<file path="config.mk">
export PLATFORM = sky130hd
export DESIGN_NAME = vgacon_buffer_arbiter_flat
export DESIGN_NICKNAME = d
export VERILOG_FILES = /design/src/rtl/vgacon_pkg.sv /design/src/rtl/vgacon_buffer_arbiter_if.sv /design/src/rtl/vgacon_clear_seq.sv /design/src/rtl/vgacon_buffer_arbiter.sv /design/src/flat_wrapper.sv
export SDC_FILE = /design/constraint.sdc
export NUM_CORES = 1
export LEC_CHECK = 0
export CORE_MARGIN = 4
export CORE_UTILIZATION = 17
export DETAILED_ROUTE_END_ITERATION = 7
export PLACE_DENSITY = 0.73
export SLEW_MARGIN = 20
export SYNTH_ARGS = -nofsm -noshare
export SYNTH_HDL_FRONTEND = slang
export SYNTH_SLANG_ARGS = --single-unit
</file>
<file path="constraint.sdc">
create_clock -name clk -period 0.9 [get_ports clk]
set_clock_uncertainty 0.15 [all_clocks]
set_input_delay 0.09 -clock clk [delete_from_list [all_inputs] [get_ports clk]]
set_output_delay 0.09 -clock clk [all_outputs]
set_load 0.05 [all_outputs]
</file>
<file path="src/rtl/vgacon_pkg.sv">
// Shared constants and clear-FSM state type for the VGA console buffer arbiter.
package vgacon_pkg;

  localparam int         VGACON_DEPTH  = 96;
  localparam int         VGACON_ADDR_W = 7;
  localparam logic [7:0] VGACON_FILL   = 8'h20;

  typedef enum logic {
    IDLE  = 1'b0,
    CLEAR = 1'b1
  } clr_state_e;

endpackage

</file>
<file path="src/rtl/vgacon_buffer_arbiter_if.sv">
// CPU write port, video read port, clear control and single-port buffer bus.
interface vgacon_buffer_arbiter_if;
  import vgacon_pkg::*;

  logic                     cpu_wr_valid;
  logic [VGACON_ADDR_W-1:0] cpu_wr_addr;
  logic [7:0]               cpu_wr_data;
  logic                     cpu_wr_ready;
  logic                     vid_rd_req;
  logic [VGACON_ADDR_W-1:0] vid_rd_addr;
  logic                     vid_rd_valid;
  logic [7:0]               vid_rd_data;
  logic                     clear_start;
  logic                     clear_busy;
  logic                     clear_done;
  logic                     mem_we;
  logic [VGACON_ADDR_W-1:0] mem_addr;
  logic [7:0]               mem_wdata;
  logic [7:0]               mem_rdata;

  modport master (
    output cpu_wr_valid, cpu_wr_addr, cpu_wr_data, vid_rd_req, vid_rd_addr,
           clear_start, mem_rdata,
    input  cpu_wr_ready, vid_rd_valid, vid_rd_data, clear_busy, clear_done,
           mem_we, mem_addr, mem_wdata
  );

  modport slave (
    input  cpu_wr_valid, cpu_wr_addr, cpu_wr_data, vid_rd_req, vid_rd_addr,
           clear_start, mem_rdata,
    output cpu_wr_ready, vid_rd_valid, vid_rd_data, clear_busy, clear_done,
           mem_we, mem_addr, mem_wdata
  );

endinterface

</file>
<file path="src/rtl/vgacon_clear_seq.sv">
// Clear sequencer: walks clr_ptr over the buffer writing FILL, yielding to video reads.
module vgacon_clear_seq
  import vgacon_pkg::*;
#(
  parameter int DEPTH = VGACON_DEPTH
) (
  input  logic                     clk,
  input  logic                     rst_n,
  input  logic                     clear_start,
  input  logic                     vid_rd_req,
  output logic                     clear_busy,
  output logic                     clear_done,
  output logic                     clr_we,
  output logic [VGACON_ADDR_W-1:0] clr_ptr
);

  clr_state_e               state, state_nxt;
  logic [VGACON_ADDR_W-1:0] ptr_nxt;
  logic                     done_nxt;

  always_ff @(posedge clk) begin
    if (!rst_n) begin
      state      <= IDLE;
      clr_ptr    <= '0;
      clear_done <= 1'b0;
    end else begin
      state      <= state_nxt;
      clr_ptr    <= ptr_nxt;
      clear_done <= done_nxt;
    end
  end

  // A video read steals the cycle, so the pointer simply holds until the port is free.
  always_comb begin
    state_nxt = state;
    ptr_nxt   = clr_ptr;
    done_nxt  = 1'b0;
    clr_we    = 1'b0;
    case (state)
      IDLE: begin
        if (clear_start) begin
          state_nxt = CLEAR;
          ptr_nxt   = '0;
        end
      end
      CLEAR: begin
        if (!vid_rd_req) begin
          clr_we = 1'b1;
          if (32'(clr_ptr) == DEPTH - 1) begin
            state_nxt = IDLE;
            ptr_nxt   = '0;
            done_nxt  = 1'b1;
          end else begin
            ptr_nxt = clr_ptr + 1'b1;
          end
        end
      end
      default: state_nxt = IDLE;
    endcase
  end

  assign clear_busy = (state == CLEAR);

endmodule

</file>
<file path="src/rtl/vgacon_buffer_arbiter.sv">
// Arbitrates the shared character buffer: video read > clear write > CPU write.
// Define VGACON_CLEAR_EN to build the hardware clear sequencer.
module vgacon_buffer_arbiter
  import vgacon_pkg::*;
#(
  parameter int         DEPTH = VGACON_DEPTH,
  parameter logic [7:0] FILL  = VGACON_FILL
) (
  input logic                    clk,
  input logic                    rst_n,
  vgacon_buffer_arbiter_if.slave bus
);

  logic                     clear_busy;
  logic                     clear_done;
  logic                     clr_we;
  logic [VGACON_ADDR_W-1:0] clr_ptr;
  logic                     rd_in_range;
  logic                     wr_in_range;
  logic                     rd_valid_q;
  logic                     rd_hit_q;

`ifdef VGACON_CLEAR_EN
  vgacon_clear_seq #(
    .DEPTH (DEPTH)
  ) u_clear_seq (
    .clk         (clk),
    .rst_n       (rst_n),
    .clear_start (bus.clear_start),
    .vid_rd_req  (bus.vid_rd_req),
    .clear_busy  (clear_busy),
    .clear_done  (clear_done),
    .clr_we      (clr_we),
    .clr_ptr     (clr_ptr)
  );
`else
  logic unused_clear_start;
  assign unused_clear_start = bus.clear_start;
  assign clear_busy = 1'b0;
  assign clear_done = 1'b0;
  assign clr_we     = 1'b0;
  assign clr_ptr    = '0;
`endif

  assign rd_in_range = 32'(bus.vid_rd_addr) < DEPTH;
  assign wr_in_range = 32'(bus.cpu_wr_addr) < DEPTH;

  // rd_hit_q remembers whether the memory was really read, so out-of-range reads return zero.
  always_ff @(posedge clk) begin
    if (!rst_n) begin
      rd_valid_q <= 1'b0;
      rd_hit_q   <= 1'b0;
    end else begin
      rd_valid_q <= bus.vid_rd_req;
      rd_hit_q   <= bus.vid_rd_req & rd_in_range;
    end
  end

  always_comb begin
    bus.mem_we       = 1'b0;
    bus.mem_addr     = '0;
    bus.mem_wdata    = '0;
    bus.cpu_wr_ready = 1'b0;
    if (rst_n) begin
      if (bus.vid_rd_req) begin
        if (rd_in_range) begin
          bus.mem_addr = bus.vid_rd_addr;
        end
      end else if (clr_we) begin
        bus.mem_we    = 1'b1;
        bus.mem_addr  = clr_ptr;
        bus.mem_wdata = FILL;
      end else if (bus.cpu_wr_valid && !clear_busy) begin
        bus.cpu_wr_ready = 1'b1;
        if (wr_in_range) begin
          bus.mem_we    = 1'b1;
          bus.mem_addr  = bus.cpu_wr_addr;
          bus.mem_wdata = bus.cpu_wr_data;
        end
      end
    end
  end

  // Gating with rst_n keeps every status output quiet even before the first reset edge.
  assign bus.vid_rd_valid = rst_n & rd_valid_q;
  assign bus.vid_rd_data  = (rst_n && rd_hit_q) ? bus.mem_rdata : 8'h00;
  assign bus.clear_busy   = rst_n & clear_busy;
  assign bus.clear_done   = rst_n & clear_done;

endmodule

</file>
<file path="src/flat_wrapper.sv">
// flat-port wrapper written by rule: the top's interface ports become plain ports
module vgacon_buffer_arbiter_flat import vgacon_pkg::*;
#(
  parameter int         DEPTH = VGACON_DEPTH,
  parameter logic [7:0] FILL  = VGACON_FILL
)
  (clk, rst_n, bus_cpu_wr_valid, bus_cpu_wr_addr, bus_cpu_wr_data, bus_vid_rd_req, bus_vid_rd_addr, bus_clear_start, bus_mem_rdata, bus_cpu_wr_ready, bus_vid_rd_valid, bus_vid_rd_data, bus_clear_busy, bus_clear_done, bus_mem_we, bus_mem_addr, bus_mem_wdata);
  vgacon_buffer_arbiter_if bus_i ();
  input logic clk;
  input logic rst_n;
  input wire logic [$bits(bus_i.cpu_wr_valid)-1:0] bus_cpu_wr_valid;
  input wire logic [$bits(bus_i.cpu_wr_addr)-1:0] bus_cpu_wr_addr;
  input wire logic [$bits(bus_i.cpu_wr_data)-1:0] bus_cpu_wr_data;
  input wire logic [$bits(bus_i.vid_rd_req)-1:0] bus_vid_rd_req;
  input wire logic [$bits(bus_i.vid_rd_addr)-1:0] bus_vid_rd_addr;
  input wire logic [$bits(bus_i.clear_start)-1:0] bus_clear_start;
  input wire logic [$bits(bus_i.mem_rdata)-1:0] bus_mem_rdata;
  output wire logic [$bits(bus_i.cpu_wr_ready)-1:0] bus_cpu_wr_ready;
  output wire logic [$bits(bus_i.vid_rd_valid)-1:0] bus_vid_rd_valid;
  output wire logic [$bits(bus_i.vid_rd_data)-1:0] bus_vid_rd_data;
  output wire logic [$bits(bus_i.clear_busy)-1:0] bus_clear_busy;
  output wire logic [$bits(bus_i.clear_done)-1:0] bus_clear_done;
  output wire logic [$bits(bus_i.mem_we)-1:0] bus_mem_we;
  output wire logic [$bits(bus_i.mem_addr)-1:0] bus_mem_addr;
  output wire logic [$bits(bus_i.mem_wdata)-1:0] bus_mem_wdata;
  assign bus_i.cpu_wr_valid = bus_cpu_wr_valid;
  assign bus_i.cpu_wr_addr = bus_cpu_wr_addr;
  assign bus_i.cpu_wr_data = bus_cpu_wr_data;
  assign bus_i.vid_rd_req = bus_vid_rd_req;
  assign bus_i.vid_rd_addr = bus_vid_rd_addr;
  assign bus_i.clear_start = bus_clear_start;
  assign bus_i.mem_rdata = bus_mem_rdata;
  assign bus_cpu_wr_ready = bus_i.cpu_wr_ready;
  assign bus_vid_rd_valid = bus_i.vid_rd_valid;
  assign bus_vid_rd_data = bus_i.vid_rd_data;
  assign bus_clear_busy = bus_i.clear_busy;
  assign bus_clear_done = bus_i.clear_done;
  assign bus_mem_we = bus_i.mem_we;
  assign bus_mem_addr = bus_i.mem_addr;
  assign bus_mem_wdata = bus_i.mem_wdata;
  vgacon_buffer_arbiter #(.DEPTH(DEPTH), .FILL(FILL)) u_core (.clk(clk), .rst_n(rst_n), .bus(bus_i));
endmodule
</file>
# Word level (Yosys, flattened, before mapping)
# Cells that the tools add are included.
# Widths: inputs -> output; s select.
[classes] bitwise_logic=2 mux=17 n_reduce_logical=1 n_lt_le_gt_ge=2
[op_table] operator="$mux 8" count=5
[op_table] operator="$mux 7" count=5
[op_table] operator="$lt 7x7->1 const B" count=2
[op_table] operator="$mux 1" count=7
[op_table] operator="$and 1x1->1" count=2
[op_table] operator="$logic_and 1x1->1" count=1
[totals] word_cells=24 inputBits=35 register_bits=2

# Logic depth before layout (Yosys ltp)
# Gate-level depths: netlist (run 1).
[depth] word_depth=5 ltp_mapped=4 ltp_nobuf=3

# Least setup slack after synthesis (run 1)
# OpenSTA, ideal clock, no wires.
[synth_path] path_kind="input to output" from="input port bus_vid_rd_req" to="output port bus_mem_addr[5]" path_slack_ns=-0.817 arrival_time_ns=1.477 path_buffers=0 path_stages=2 path_cell_list="nand3b_4 -> o32ai_1"
[synth_between] elab_chain_cells=2
[synth_rtl] item="start: declaration" line="flat_wrapper.sv:14" text="input wire logic [$bits(bus_i.vid_rd_req)-1:0] bus_vid_rd_req;"
[synth_rtl] item="$mux 7" line="vgacon_buffer_arbiter.sv:65" text="if (bus.vid_rd_req) begin"
[synth_rtl] item="$mux 7" line="vgacon_buffer_arbiter.sv:64" text="if (rst_n) begin"
[synth_rtl] item="end: declaration" line="flat_wrapper.sv:24" text="output wire logic [$bits(bus_i.mem_addr)-1:0] bus_mem_addr;"
# No other way between the ends.

# Final worst setup path (run 1)
[layout_path] from="input port bus_vid_rd_req" to="output port bus_mem_wdata[3]"
[layout_between] elab_chain_cells=2
[layout_rtl] item="$mux 8" line="vgacon_buffer_arbiter.sv:65"
[layout_rtl] item="$mux 8" line="vgacon_buffer_arbiter.sv:64"
[layout_rtl] item="end: declaration" line="flat_wrapper.sv:25" text="output wire logic [$bits(bus_i.mem_wdata)-1:0] bus_mem_wdata;"
# No other way between the ends.

==> key figures, run 1 <==
Floorplanning
  – Core Footprint: 1800 sq um
  – Die ar.: 2760 sq um
  – Ports: 63
  – Die Span X: 52.6 um
  – # rows: 15
  – Initial Utilization: 18.8%
  – Chip height: 52.6 um

CTS
  – Hold buffer count at cts: 0
  – Clock Root Buffer: clkbuf_4
  – CTS tree: done
  – Clock net sink count: 2
  – Clock Tree Buf Depth: 2
  – Clock transition at path regs: 0.03 ns
  – CTS buffer count: 3
  – CTS HTree Levels: 1

Timing
  – Hold Worst Slack: 0.0890 ns
  – Setup ws final: -0.279 ns
  – Final Hold Viols: 0
  – RSZ-0062 raised after global routing: yes
  – Final Max Slew Viols: 0
  – Final setup violation count: 26
  – Fin crit period: 1.18 ns
  – Period utilisation layout: 131%
  – Achievable frequency: 848 MHz

Logic synthesis
  – Primary FF master, synth: dfxtp_1
  – Post-Synth Adder-Cell Area: 0%
  – Xor and xnor area share after synthesis: 0%
  – Post-synthesis compound-gate area fraction: 27.8%
  – Avg Inst Size Synth: 8.45 sq um
  – Mapped Area: 338 sq um
  – Async S/R FF share, synth: 0%
  – Mux contribution to synthesized area: 0%
  – Simple logic cell fraction of the synthesized area: 44.8%
  – #FFs+latches synth: 2
  – Area leader, netlist: and2_1
  – Syn. warnings: 0
  – Synth cell types: 15
  – Yosys top cell area share: 16.7%
  – Register area share after synthesis: 11.9%
  – Largest cells by area after synthesis: and2_1 17%, and3_1 15%, a22o_1 13%
  – Mapped Cells: 40
  – Largest family of logic cells by synthesized area: simple AND/OR/NAND/NOR gates
  – Top-count cell post-synth: and2_1
  – Synth top cells by count: 9 x and2_1, 8 x and3_1, 5 x a22o_1
  – Number of synthesized flops with an enable pin: 0

Min path
  – Hold Startpoint: bus_vid_rd_addr[6]
  – Hold EP: u_core.rd_hit_q
  – Worst hold stages: 3
  – HP Class: in2reg

Global routing
  – First-pass GRT wire length: 2990 um
  – GRT Total Usage: 14.8%
  – Largest net degree at the start of global routing: 10
  – Initial antenna violation count: 0
  – Total grt overflow: 0
  – Vias in the first global route: 669

Drt
  – Avg WL per Cell: 14.3 um
  – Antenna Nets Post-Route: 0
  – DRT Wirelength: 1930 um
  – Vias: 582
  – First drt pass iteration count: 1
  – DRC viols: 0
  – Post-DR vias/cell: 4.31
  – First DRT Iteration DRCs: 0

Placement
  – GPL Wtd Cong: 0.683
  – Post-DP HPWL: 1660 um
  – I/O Buffers: 59
  – Dpl cells: 129

Finish
  – Layout overhead on the synthesized area: 331%
  – Layout cell share with drive strength beyond 1: 70.9%
  – Final nets: 147
  – Diode count: 0
  – Core Util, Final: 80.8%
  – Non-Filler Instances: 135
  – # fillers: 109

Critical path
  – Critical-path maximum fanout: 7
  – Startpoint types: input pin
  – Setup crit end kind: output port
  – Critical Path RT: 0.66 ns
  – Crit Path Class: in2out
  – WP data arrival: 0.94 ns

Pwr
  – Static Leak: 0.628 nW
  – Pwr/cell area: 651 nW/um^2
  – Worst vdd ir: 0.000547 V

Flow run
  – Max-cap violations: 0

Run status
  – Failing checks: setup timing
  – Status: finished with violations
==> per-layer routing <==
| metal | GRT usage [%] | vias up | routed length [um] |
|---|---|---|---|
| met5 | 0 | - | 0 |
| met3 | 4.56 | 2 | 267 |
| met1 | 13.3 | 259 | 621 |
| met2 | 29.5 | 44 | 1020 |
| li1 | - | 277 | - |
| met4 | 6.38 | 0 | 21 |
==> cell usage in the layout (no fill, tap or decap) <==
| cell | Yosys | routed |
|---|---|---|
| buf_6 | 2 | 7 |
| buf_2 | 0 | 3 |
| clkdlybuf4s15_2 | 0 | 1 |
| and2_4 | 0 | 9 |
| inv_1 | 3 | 2 |
| buf_4 | 2 | 6 |
| o32ai_4 | 0 | 1 |
| a31o_4 | 0 | 1 |
| buf_8 | 0 | 1 |
| a22o_4 | 0 | 5 |
| conb_1 | 1 | 2 |
| dfxtp_4 | 0 | 1 |
| nor3b_4 | 0 | 1 |
| dfxtp_1 | 2 | 1 |
| buf_12 | 0 | 26 |
| clkdlybuf4s50_1 | 0 | 26 |
| clkbuf_4 | 0 | 3 |
| and3_4 | 0 | 8 |
| clkinvlp_4 | 0 | 1 |
| nand2b_1 | 1 | 1 |
| nand2_4 | 1 | 1 |
| nand3b_4 | 1 | 1 |
| a21oi_4 | 2 | 2 |
==> state kept, by name, summed over array words and instances, names as in the netlist <==
register / flops
u_core.rd_valid_q: 1
u_core.rd_hit_q: 1
==> through the flow <==
stage                     TNS (ns)  power (mW)  setup WS [ns]  area [sq um]
after floorplan              -2.85       0.368         -0.224           458
after detailed placement    -18.63       0.724         -0.785          1370
after global placement      -17.64       0.714         -0.745          1370
final                        -6.53       0.948         -0.279          1460
after CTS                    -7.69       0.973         -0.371          1500
after global routing         -7.54       0.997         -0.328          1460
==> kinds of logic after synthesis <==
| group | Yosys count |
|---|---|
| and+or+nand+nor | 21 |
| AOI/OAI and AO/OA | 9 |
| other | 1 |
| DFF | 2 |
| buffers and inverters | 7 |
==> worst max-delay path by stage <==
stage                        start          endpoint  slack, ns
CTS                 bus_vid_rd_req  bus_mem_wdata[4]      -0.37
finish              bus_vid_rd_req  bus_mem_wdata[3]      -0.28
floorplan           bus_vid_rd_req  bus_mem_wdata[0]      -0.22
global placement             rst_n   bus_mem_addr[3]      -0.74
global route        bus_vid_rd_req  bus_mem_wdata[1]      -0.33
detailed placement           rst_n   bus_mem_addr[3]      -0.79
==> worst max-delay path, cell delays in order <==
cell and delay [ns]:
buf_8 0.09, nand3b_4 0.16, a21oi_4 0.15, buf_6 0.16, and2_4 0.15, buf_12 0.13
==> layout make-up <==
| type | count | area (sq um) | area share, % |
|---|---|---|---|
| Timing Repair Buffer | 70 | 946 | 64.9 |
| Inverter | 3 | 15.0 | 1.03 |
| Multi-Input combinational cell | 32 | 398 | 27.3 |
| Clock buffer | 3 | 22.5 | 1.55 |
| Sequential cell | 2 | 43.8 | 3.01 |
| Tap cell | 25 | 31.3 | 2.15 |
==> what timing repair did <==
action	CTS	global route
pin swaps	4	4
buffers inserted	3	1
gates cloned	1	0
endpoints found under the setup margin	28	26
resized for setup	46	2
==> power by group <==
group	internal [mW]	total (mW)	switching, mW	leakage [nW]
clock	0.147	0.202	0.0542	0.0138
sequential	0.0931	0.0986	0.00553	0.0173
combinational	0.362	0.648	0.286	0.597
Power figures use the tool's default switching activity.
==> run 2: changes to the inputs <==
Settings changed: GPL_ROUTABILITY_DRIVEN set to 0.
==> results of run 2 <==
The final DEF is identical to that of run 1; final timing and power are the same.
==> run 3: changes to the inputs <==
Settings changed: CORE_ASPECT_RATIO set to 1.5.
==> key figures, run 3 (synthesis gave the netlist of run 1 again) <==
Critical path
  – CP Cell Sequence: buf_6 > nand3b_4 > a21oi_4 > clkbuf_16 > and2_4 > buf_12
  – Critical Path RT: 0.66 ns
  – CP top delay family: buffers and inverters
  – Crit path depth: 6
  – Setup crit end kind: output port
  – CP endpoint: bus_mem_wdata[3]
  – Crit Path Class: in2out
  – WP data arrival: 1.01 ns
  – Worst Path Buf+Inv: 3
  – CP startpoint: bus_vid_rd_req
  – Critical-path maximum fanout: 7
  – Crit-path max cell delay: 0.20 ns
  – Critical path's slowest cell: a21oi_4
  – Startpoint types: input pin

Finish
  – Most common cell after layout, fill and taps aside: buf_12
  – Sequential cell area: 43.8 sq um
  – Core Util, Final: 79.5%
  – Layout overhead on the synthesized area: 336%
  – # fillers: 111
  – Layout cell share with drive strength beyond 1: 69.1%
  – Non-Filler Instances: 131
  – Multi-input logic area: 392 sq um
  – Final nets: 147
  – Largest regs: u_core.rd_hit_q: 1 flops, u_core.rd_valid_q: 1 flops
  – Most frequent cells in the layout: 27 x buf_12, 26 x clkdlybuf4s50_1, 9 x and2_4, 8 x and3_4
  – Diode count: 0

Floorplanning
  – Core Footprint: 1850 sq um
  – Die ar.: 2780 sq um
  – Ports: 63
  – Initial Utilization: 18.2%
  – # rows: 19
  – Chip height: 62.6 um
  – Die Span X: 44.4 um

Pwr
  – Pwr/cell area: 651 nW/um^2
  – Sw frac: 36.6%
  – Clock network fraction of total power: 21.8%
  – P_int: 0.608 mW
  – Static Leak: 0.631 nW
  – Reg power frac: 10.3%
  – Comb power frac: 67.9%
  – Worst vdd ir: 0.000480 V
  – P_sw: 0.351 mW
  – Final Power: 0.959 mW

Placement
  – I/O Buffers: 59
  – Post-DP HPWL: 1560 um
  – Dpl cells: 127

CTS
  – CTS tree: done
  – Post-CTS Setup Inserts: 0
  – Clock transition at path regs: 0.03 ns
  – CTS buffer count: 3
  – Clock Root Buffer: clkbuf_4
  – CTS HTree Levels: 1
  – Clock net sink count: 2
  – Hold buffer count at cts: 0
  – Clock Tree Buf Depth: 2

Global routing
  – Total grt overflow: 0
  – Initial antenna violation count: 0
  – GRT Total Usage: 13.8%
  – First-pass GRT wire length: 2840 um
  – Largest net degree at the start of global routing: 10
  – Vias in the first global route: 653

Timing
  – Final Max Slew Viols: 0
  – Achievable frequency: 801 MHz
  – Final setup violation count: 26
  – RSZ-0062 raised after global routing: yes
  – Fin crit period: 1.25 ns
  – Period utilisation layout: 139%
  – Setup ws final: -0.349 ns
  – Final Hold Viols: 0

Drt
  – First DRT Iteration DRCs: 3
  – Avg WL per Cell: 14.1 um
  – First drt pass iteration count: 4
  – Post-DR vias/cell: 4.40
  – Antenna Nets Post-Route: 0
  – DRC viols: 0
  – DRT Wirelength: 1840 um
  – Vias: 576

Min path
  – Hold Startpoint: bus_vid_rd_addr[5]
  – HP Class: in2reg
  – Worst hold stages: 2

Run status
  – Failing checks: setup timing
  – Status: finished with violations

Flow run
  – Max-cap violations: 0
run 3: area by class of cell:
cell class,count,area share [%]
Timing Repair Buffer,70,66.1
Multi-Input combinational cell,32,26.6
Sequential cell,2,2.97
Tap cell,21,1.78
Clock buffer,3,1.53
Inverter,3,1.02
run 3: worst min-delay path by stage:
stage	to	slack (ns)
floorplan	u_core.rd_hit_q	0.04
global placement	bus_vid_rd_valid	0.51
detailed placement	bus_vid_rd_valid	0.52
CTS	u_core.rd_hit_q	0.13
global route	u_core.rd_hit_q	0.02
finish	u_core.rd_hit_q	0.0006
run 3: metal layers:
layer	routed length, um	track usage, %
met3	278	6.34
met2	962	25.4
met5	0	0
met1	587	12.0
met4	13	5.66
run 3: through the flow:
stage                     setup slack, ns  area, sq um  setup TNS [ns]  hold WS [ns]
after floorplan                    -0.224          458           -2.85        0.0379
after global placement             -0.739         1380          -16.64         0.512
after detailed placement           -0.748         1380          -16.76         0.522
after CTS                          -0.367         1480           -7.73         0.125
after global routing               -0.385         1470           -8.18        0.0179
final                              -0.349         1470           -7.32      0.000564
run 3: what timing repair did:
action	CTS	global route
pin swaps	9	2
setup endpoints to repair	28	26
cloned	1	0
gates resized for setup	35	3
run 3: power groups by stage:
stage | registers [mW] | clock network, mW | logic, mW
3_3_place_gp | 0.101 | 0 | 0.622
5_1_grt | 0.100 | 0.216 | 0.679
2_1_floorplan | 0.0997 | 0 | 0.268
6_report | 0.0984 | 0.209 | 0.651
4_1_cts | 0.0985 | 0.209 | 0.659
3_5_place_dp | 0.101 | 0 | 0.627
